$ cat src/rtl/if_stage.sv
// if_stage -- instruction-fetch stage of the 5-stage MIPS32 pipeline.
//
// Owns the PC, presents it to a combinational instruction ROM and captures
// the returned word into the IF/ID register. Picks the next PC from, in
// priority order: exception vector, taken branch (EX), stall hold,
// JR/JALR target (ID), local J/JAL decode of IF/ID, and sequential PC+4.
//
// Ports:
//   clk            rising-edge clock
//   reset          asynchronous active-high reset
//   stall          hold PC and IF/ID (load-use)
//   branch_taken   EX branch resolved taken; branch_target is the new PC
//   jr_req         JR/JALR in ID; jr_target is the forwarded rs value
//   exc_req        exception/interrupt redirect to EXC_VECTOR
//   inst_addr      current PC to instruction memory
//   inst_rdata     instruction returned combinationally for inst_addr
//   if_id_inst     registered instruction to ID
//   if_id_pc_plus4 registered PC+4 of if_id_inst
//   if_id_valid    1 = real instruction, 0 = bubble
//   fetch_count    instructions accepted into IF/ID since reset (wraps)
module if_stage #(
  parameter logic [31:0] RESET_PC   = 32'h0040_0000,
  parameter logic [31:0] EXC_VECTOR = 32'h8000_0008,
  parameter logic [31:0] NOP_INST   = 32'h0000_0000
) (
  input  logic        clk,
  input  logic        reset,
  input  logic        stall,
  input  logic        branch_taken,
  input  logic [31:0] branch_target,
  input  logic        jr_req,
  input  logic [31:0] jr_target,
  input  logic        exc_req,
  output logic [31:0] inst_addr,
  input  logic [31:0] inst_rdata,
  output logic [31:0] if_id_inst,
  output logic [31:0] if_id_pc_plus4,
  output logic        if_id_valid,
  output logic [31:0] fetch_count
);

  logic [31:0] pc_reg, pc_next;
  logic [31:0] inst_reg, inst_next;
  logic [31:0] pc4_reg, pc4_next;
  logic        valid_reg, valid_next;
  logic [31:0] count_reg, count_next;

  logic [31:0] pc_plus4;
  logic [5:0]  id_opcode;
  logic        jump_id;
  logic [31:0] jump_target;

  // 32-bit wrap-around is intended: 0xFFFF_FFFC + 4 gives 0.
  assign pc_plus4  = pc_reg + 32'd4;
  assign id_opcode = inst_reg[31:26];

  // J (0x02) / JAL (0x03) are resolved from IF/ID so they cost one bubble
  // instead of waiting for the decoder.
  assign jump_id     = valid_reg && ((id_opcode == 6'h02) || (id_opcode == 6'h03));
  assign jump_target = {pc4_reg[31:28], inst_reg[25:0], 2'b00};

  always_comb begin
    // Default: hold everything (also the stall behaviour).
    pc_next    = pc_reg;
    inst_next  = inst_reg;
    pc4_next   = pc4_reg;
    valid_next = valid_reg;
    count_next = count_reg;

    if (exc_req || branch_taken || (!stall && (jr_req || jump_id))) begin
      // Any redirect flushes IF/ID: what it holds is on the wrong path.
      inst_next  = NOP_INST;
      pc4_next   = 32'd0;
      valid_next = 1'b0;
      if (exc_req)           pc_next = EXC_VECTOR;
      else if (branch_taken) pc_next = branch_target;  // beats stall
      else if (jr_req)       pc_next = jr_target;      // beats jump_id
      else                   pc_next = jump_target;
    end else if (!stall) begin
      // Only the sequential path captures from the ROM.
      pc_next    = pc_plus4;
      inst_next  = inst_rdata;
      pc4_next   = pc_plus4;
      valid_next = 1'b1;
      count_next = count_reg + 32'd1;
    end
  end

  always_ff @(posedge clk or posedge reset) begin
    if (reset) begin
      pc_reg    <= RESET_PC;
      inst_reg  <= NOP_INST;
      pc4_reg   <= 32'd0;
      valid_reg <= 1'b0;
      count_reg <= 32'd0;
    end else begin
      pc_reg    <= pc_next;
      inst_reg  <= inst_next;
      pc4_reg   <= pc4_next;
      valid_reg <= valid_next;
      count_reg <= count_next;
    end
  end

  assign inst_addr      = pc_reg;
  assign if_id_inst     = inst_reg;
  assign if_id_pc_plus4 = pc4_reg;
  assign if_id_valid    = valid_reg;
  assign fetch_count    = count_reg;

endmodule

$ cat config.mk
export PLATFORM = sky130hd
export DESIGN_NAME = if_stage
export DESIGN_NICKNAME = d
export VERILOG_FILES = /design/src/rtl/if_stage.sv
export SDC_FILE = /design/constraint.sdc
export NUM_CORES = 1
export LEC_CHECK = 0
export CORE_ASPECT_RATIO = 1.2
export CORE_MARGIN = 2
export CORE_UTILIZATION = 33
export CTS_CLUSTER_DIAMETER = 30
export DETAILED_ROUTE_END_ITERATION = 10
export GPL_TIMING_DRIVEN = 1
export PLACE_DENSITY = 0.61
export SLEW_MARGIN = 20
export SYNTH_ARGS = -nofsm -noshare
export SYNTH_HDL_FRONTEND = slang
export SYNTH_SLANG_ARGS = --single-unit
$ cat constraint.sdc
create_clock -name clk -period 5.3 [get_ports clk]
set_input_delay 1.06 -clock clk [delete_from_list [all_inputs] [get_ports clk]]
set_output_delay 1.06 -clock clk [all_outputs]
set_load 0.1 [all_outputs]
==> impl_table.tex <==
\begin{tabular}{lr}
\hline
Metric & Value \\
\hline
\multicolumn{2}{l}{\textbf{Clock tree}} \\
\quad Post-cts sizing count & 0 \\
\quad Root buffer cell & sky130\_fd\_sc\_hd\_\_clkbuf\_16 \\
\quad Clock latency on the worst-skew pair & $\sim$0.4 ns \\
\quad Count of H-tree levels built during CTS & 4 \\
\quad Cts bufs inserted & 17 \\
\quad Maximum clock insertion buffer count & 2 \\
\quad Clock transition at the registers of the reported paths & 0.06 ns \\
\quad Total setup buffers inserted after CTS & 0 \\
\quad Clock net sink count & between 100 and 150 \\
\quad TritonCTS clock tree & done \\
\quad Post-CTS Hold Fix Bufs & 0 \\
\multicolumn{2}{l}{\textbf{Pwr}} \\
\quad Combinational cell fraction of total power & between 20\% and 30\% \\
\quad Clk pwr share & about 37\% \\
\quad Net switching power & 1.057 mW \\
\quad Power density over the cells & approximately 310 mW/mm\^{}2 \\
\quad Switching share of total power & a little over a third \\
\quad Share of total power in sequential cells & a little under two fifths \\
\quad Total power draw & 3.018 mW \\
\quad VDD IR max & between 0.4 and 0.5 mV \\
\quad Leakage power summed over all cells & 4.082 nW \\
\quad Int Pwr & around 2 mW \\
\multicolumn{2}{l}{\textbf{Synth}} \\
\quad Main combinational cell family by area after synthesis & simple AND/OR/NAND/NOR gates \\
\quad Seq/Total Area, Yosys & around half \\
\quad Number of standard cells after synthesis & slightly below 700 \\
\quad Post-synthesis share of cell area spent on and, or, nand and nor gates & 20.39\% \\
\quad Avg Cell Area, Syn & 9.756 sq um \\
\quad Number of different library cells in the post-synthesis netlist & between 50 and 60 \\
\quad Post-synthesis mux area share & under 10\% \\
\quad Number of register bits inferred by synthesis & roughly 130 \\
\quad Ys flop type & sky130\_fd\_sc\_hd\_\_dfrtp\_1 \\
\quad Number of enable flip-flop cells after synthesis & 0 \\
\quad Top cells by area in the synthesized netlist & sky130\_fd\_sc\_hd\_\_dfrtp\_1, sky130\_fd\_sc\_hd\_\_nand2\_1, sky130\_fd\_sc\_hd\_\_a22o\_1, sky130\_fd\_sc\_hd\_\_xnor2\_1, sky130\_fd\_sc\_hd\_\_mux2i\_1 \\
\quad Yosys warns & 0 \\
\quad Synth top area share & a little under half \\
\quad Post-Syn Nets & $\sim$790 \\
\quad Netlist Area Pre-Place & about 0.0067 sq mm \\
\quad Cell type contributing the most total cell area after synthesis & sky130\_fd\_sc\_hd\_\_dfrtp\_1 \\
\quad Async set-or-reset flop fraction in the synthesized netlist & 100.0\% \\
\quad Fraction of the mapped netlist area in adder cells & 0.3745\% \\
\quad Post-synthesis compound-gate area fraction & between 10\% and 20\% \\
\quad Synthesized-area fraction occupied by xor and xnor cells & slightly below 7\% \\
\multicolumn{2}{l}{\textbf{Die}} \\
\quad Die Footprint & $\sim$0.021 sq mm \\
\quad Row count & between 50 and 60 \\
\quad Floorplan die width & about 130 microns \\
\quad Number of primary I/O pins & 231 \\
\quad Core Region & roughly 0.020 sq mm \\
\quad Vert. Die Dim & approximately 160 microns \\
\quad Initial standard-cell utilization of the core & between 30\% and 40\% \\
\multicolumn{2}{l}{\textbf{Global routing}} \\
\quad GR Util All Layers & about 21\% \\
\quad Vias in the first global route & about 6000 \\
\quad Pin count of the biggest net entering global routing & 107 \\
\quad Overall overflow remaining after global route & 0 \\
\quad Initial antenna violation count & 0 \\
\quad First-pass GRT wire length & 34260 microns \\
\multicolumn{2}{l}{\textbf{Routing}} \\
\quad Number of detailed-route iterations in the first pass & 5 \\
\quad Routed wire length per instance & $\sim$19 microns \\
\quad DRC violation total after the first TritonRoute iteration & roughly 440 \\
\quad Drt total wl & 22030 microns \\
\quad Detailed-route DRC error count & 0 \\
\quad Vias & between 6000 and 7000 \\
\quad Post-route antenna net violation count & 0 \\
\quad Via-per-instance ratio & roughly 5.2 \\
\multicolumn{2}{l}{\textbf{Critical path}} \\
\quad CP endpoint kind & flop \\
\quad Worst-path cell chain & clkdlybuf4s50\_1 -> nor3\_4 -> o21a\_1 -> nand2\_1 -> buf\_4 -> o311ai\_0 -> a31o\_2 \\
\quad Cell at the slowest stage of the critical path & sky130\_fd\_sc\_hd\_\_clkdlybuf4s50\_1 \\
\quad CP arrival & slightly below 4 ns \\
\quad Maximum fanout encountered on the critical timing path & 18 \\
\quad Required time of the worst setup path & about 5.7 ns \\
\quad Maximum cell stage delay along the critical path & 0.64 ns \\
\quad Buffer and inverter count on the worst path & 2 \\
\quad Crit path kind & in2reg \\
\quad Critical Path Start Type & input pin \\
\quad Worst path top cell family by delay & buffers and inverters \\
\multicolumn{2}{l}{\textbf{Timing}} \\
\quad Post-route setup TNS & 0 ns \\
\quad Setup repair after global routing missed its margin & no \\
\quad Worst slew margin & roughly 29\% \\
\quad Pins over their slew limit & 0 \\
\quad Number of setup violations in the final report & 0 \\
\quad Post-route worst setup slack & between 1.5 and 2 ns \\
\quad Fmax achieved & roughly 280 MHz \\
\quad Shortest period the worst path allows & 3.535 ns \\
\quad Slew of the pin with the lowest slew margin & approximately 1.1 ns \\
\quad Post-Route Skew & $\sim$0.0057 ns \\
\quad Ratio of final minimum period to clock period & 66.70\% \\
\quad Final hold viol count & 0 \\
\multicolumn{2}{l}{\textbf{Cells and area}} \\
\quad Final Instance Area & $\sim$0.0098 sq mm \\
\quad Layout area overhead & 46.51\% \\
\quad Final Net Count & 1005 \\
\quad End-of-flow core utilization & between 40 and 50\% \\
\quad Number of filler instances in the final layout & $\sim$1900 \\
\quad Ant. Diodes & 0 \\
\quad Layout cells sized above 1 & about 5.7\% \\
\multicolumn{2}{l}{\textbf{Placed design}} \\
\quad Final RePlAce weighted congestion & between 0.8 and 0.9 \\
\quad HPWL after DPL & between 15000 and 20000 microns \\
\quad Setup slack at placement & 1.391 ns \\
\quad IO Port Bufs & 230 \\
\quad Post-placement cell area & 0.009216 sq mm \\
\multicolumn{2}{l}{\textbf{Run status}} \\
\quad Status & finished clean \\
\multicolumn{2}{l}{\textbf{Run}} \\
\quad Max\_cap viols & 0 \\
\multicolumn{2}{l}{\textbf{Hold path}} \\
\quad Path category of the worst min-delay check & reg2reg \\
\hline
\end{tabular}
[worst reg2reg max path: cells and delay by family, from the launching register on]
family / cells / cell delay (ns)
compound gates: 3 / 0.78
simple gates: 2 / 1.13
buf+inv: 1 / 0.33
flops: 1 / 0.41
[sequential cells by signal, indices dropped and copies added, names as in the netlist]
| signal | count |
|---|---|
| inst_addr | 32 |
| if_id_valid | 1 |
| fetch_count | 32 |
| if_id_pc_plus4 | 32 |
| if_id_inst | 32 |
[cells in the final DEF, fill, tap and decap left out, types with 28 or more instances in the layout]
cell / n
sky130_fd_sc_hd__a22o_1: 35
sky130_fd_sc_hd__clkdlybuf4s50_1: 229
sky130_fd_sc_hd__dfrtp_1: 128
sky130_fd_sc_hd__mux2i_1: 28
sky130_fd_sc_hd__nand2_1: 95
sky130_fd_sc_hd__nand3_1: 44
sky130_fd_sc_hd__nand4_1: 31
sky130_fd_sc_hd__nor2_1: 31
sky130_fd_sc_hd__o21ai_0: 41
sky130_fd_sc_hd__xnor2_1: 34
[cell families after synthesis]
family                     count (synthesis)
AOI/OAI and AO/OA                        152
xor gates and xnor gates                  52
adders and majority gates                  2
buffers and inverters                     56
DFF                                      129
muxes                                     28
and+or+nand+nor                          266
[power by group through the flow]
stage / sequential, mW / combinational (mW) / clock, mW
finish: 1.12 / 0.781 / 1.12
global route: 1.13 / 0.815 / 1.19
CTS: 1.12 / 0.783 / 1.14
detailed placement: 1.13 / 0.782 / 0
global placement: 1.13 / 0.780 / 0
floorplan: 1.48 / 0.167 / 0
[cell usage after synthesis (4+ instances only)]
cell type	instances
sky130_fd_sc_hd__xor2_1	18
sky130_fd_sc_hd__a22o_1	35
sky130_fd_sc_hd__o21ai_0	41
sky130_fd_sc_hd__nor2_1	32
sky130_fd_sc_hd__a32oi_1	6
sky130_fd_sc_hd__clkbuf_1	22
sky130_fd_sc_hd__and2_1	6
sky130_fd_sc_hd__o31ai_1	9
sky130_fd_sc_hd__and4_1	8
sky130_fd_sc_hd__nor4_1	7
sky130_fd_sc_hd__o211ai_1	14
sky130_fd_sc_hd__a211oi_1	4
sky130_fd_sc_hd__or3_1	10
sky130_fd_sc_hd__and3_1	9
sky130_fd_sc_hd__nand2_1	95
sky130_fd_sc_hd__a21oi_1	13
sky130_fd_sc_hd__nor3_1	8
sky130_fd_sc_hd__nand4_1	31
sky130_fd_sc_hd__o21a_1	4
sky130_fd_sc_hd__dfrtp_1	128
sky130_fd_sc_hd__mux2i_1	28
sky130_fd_sc_hd__nand3_1	44
sky130_fd_sc_hd__buf_2	16
sky130_fd_sc_hd__buf_1	4
sky130_fd_sc_hd__inv_1	9
sky130_fd_sc_hd__xnor2_1	34
[per-stage QoR]
step	instances	hold slack (ns)
2_1_floorplan	685	0.8637
3_3_place_gp	1146	0.4629
3_5_place_dp	1146	0.4638
4_1_cts	1177	0.4735
5_1_grt	1178	0.4855
6_report	1178	0.4689
[per-layer routing]
layer  routed length, microns  GRT usage [%]  vias up
met5                        0              0        -
met4                      324          5.754        0
met3                     1534          4.730       21
met2                    10650          33.10      247
met1                     9521          28.08     2957
li1                         -              -     2948
[layout make-up]
cell class,count,area [sq um],area share [%]
tap,265,331.6,3.387
clock buffer,24,461.7,4.716
clock inverter,7,85.08,0.8690
sequential,129,3229,32.98
multi-input combinational,500,3226,32.95
inverter,10,42.54,0.4345
timing repair buffer,243,2415,24.66
[final timing paths]
check                                startpoint         endpoint  slack [ns]  cells after the start
max in group asynchronous                 reset    inst_addr[22]        3.55                      3
worst max register to register   if_id_inst[28]    inst_addr[28]        2.54                      6
worst min register to register  fetch_count[31]  fetch_count[31]        0.47                      1
worst max-delay path                    exc_req    inst_addr[28]        1.76                      7
worst min-delay path            fetch_count[31]  fetch_count[31]        0.47                      1
min in group asynchronous                 reset  fetch_count[14]        1.02                      2
Power figures use the tool's default switching activity.
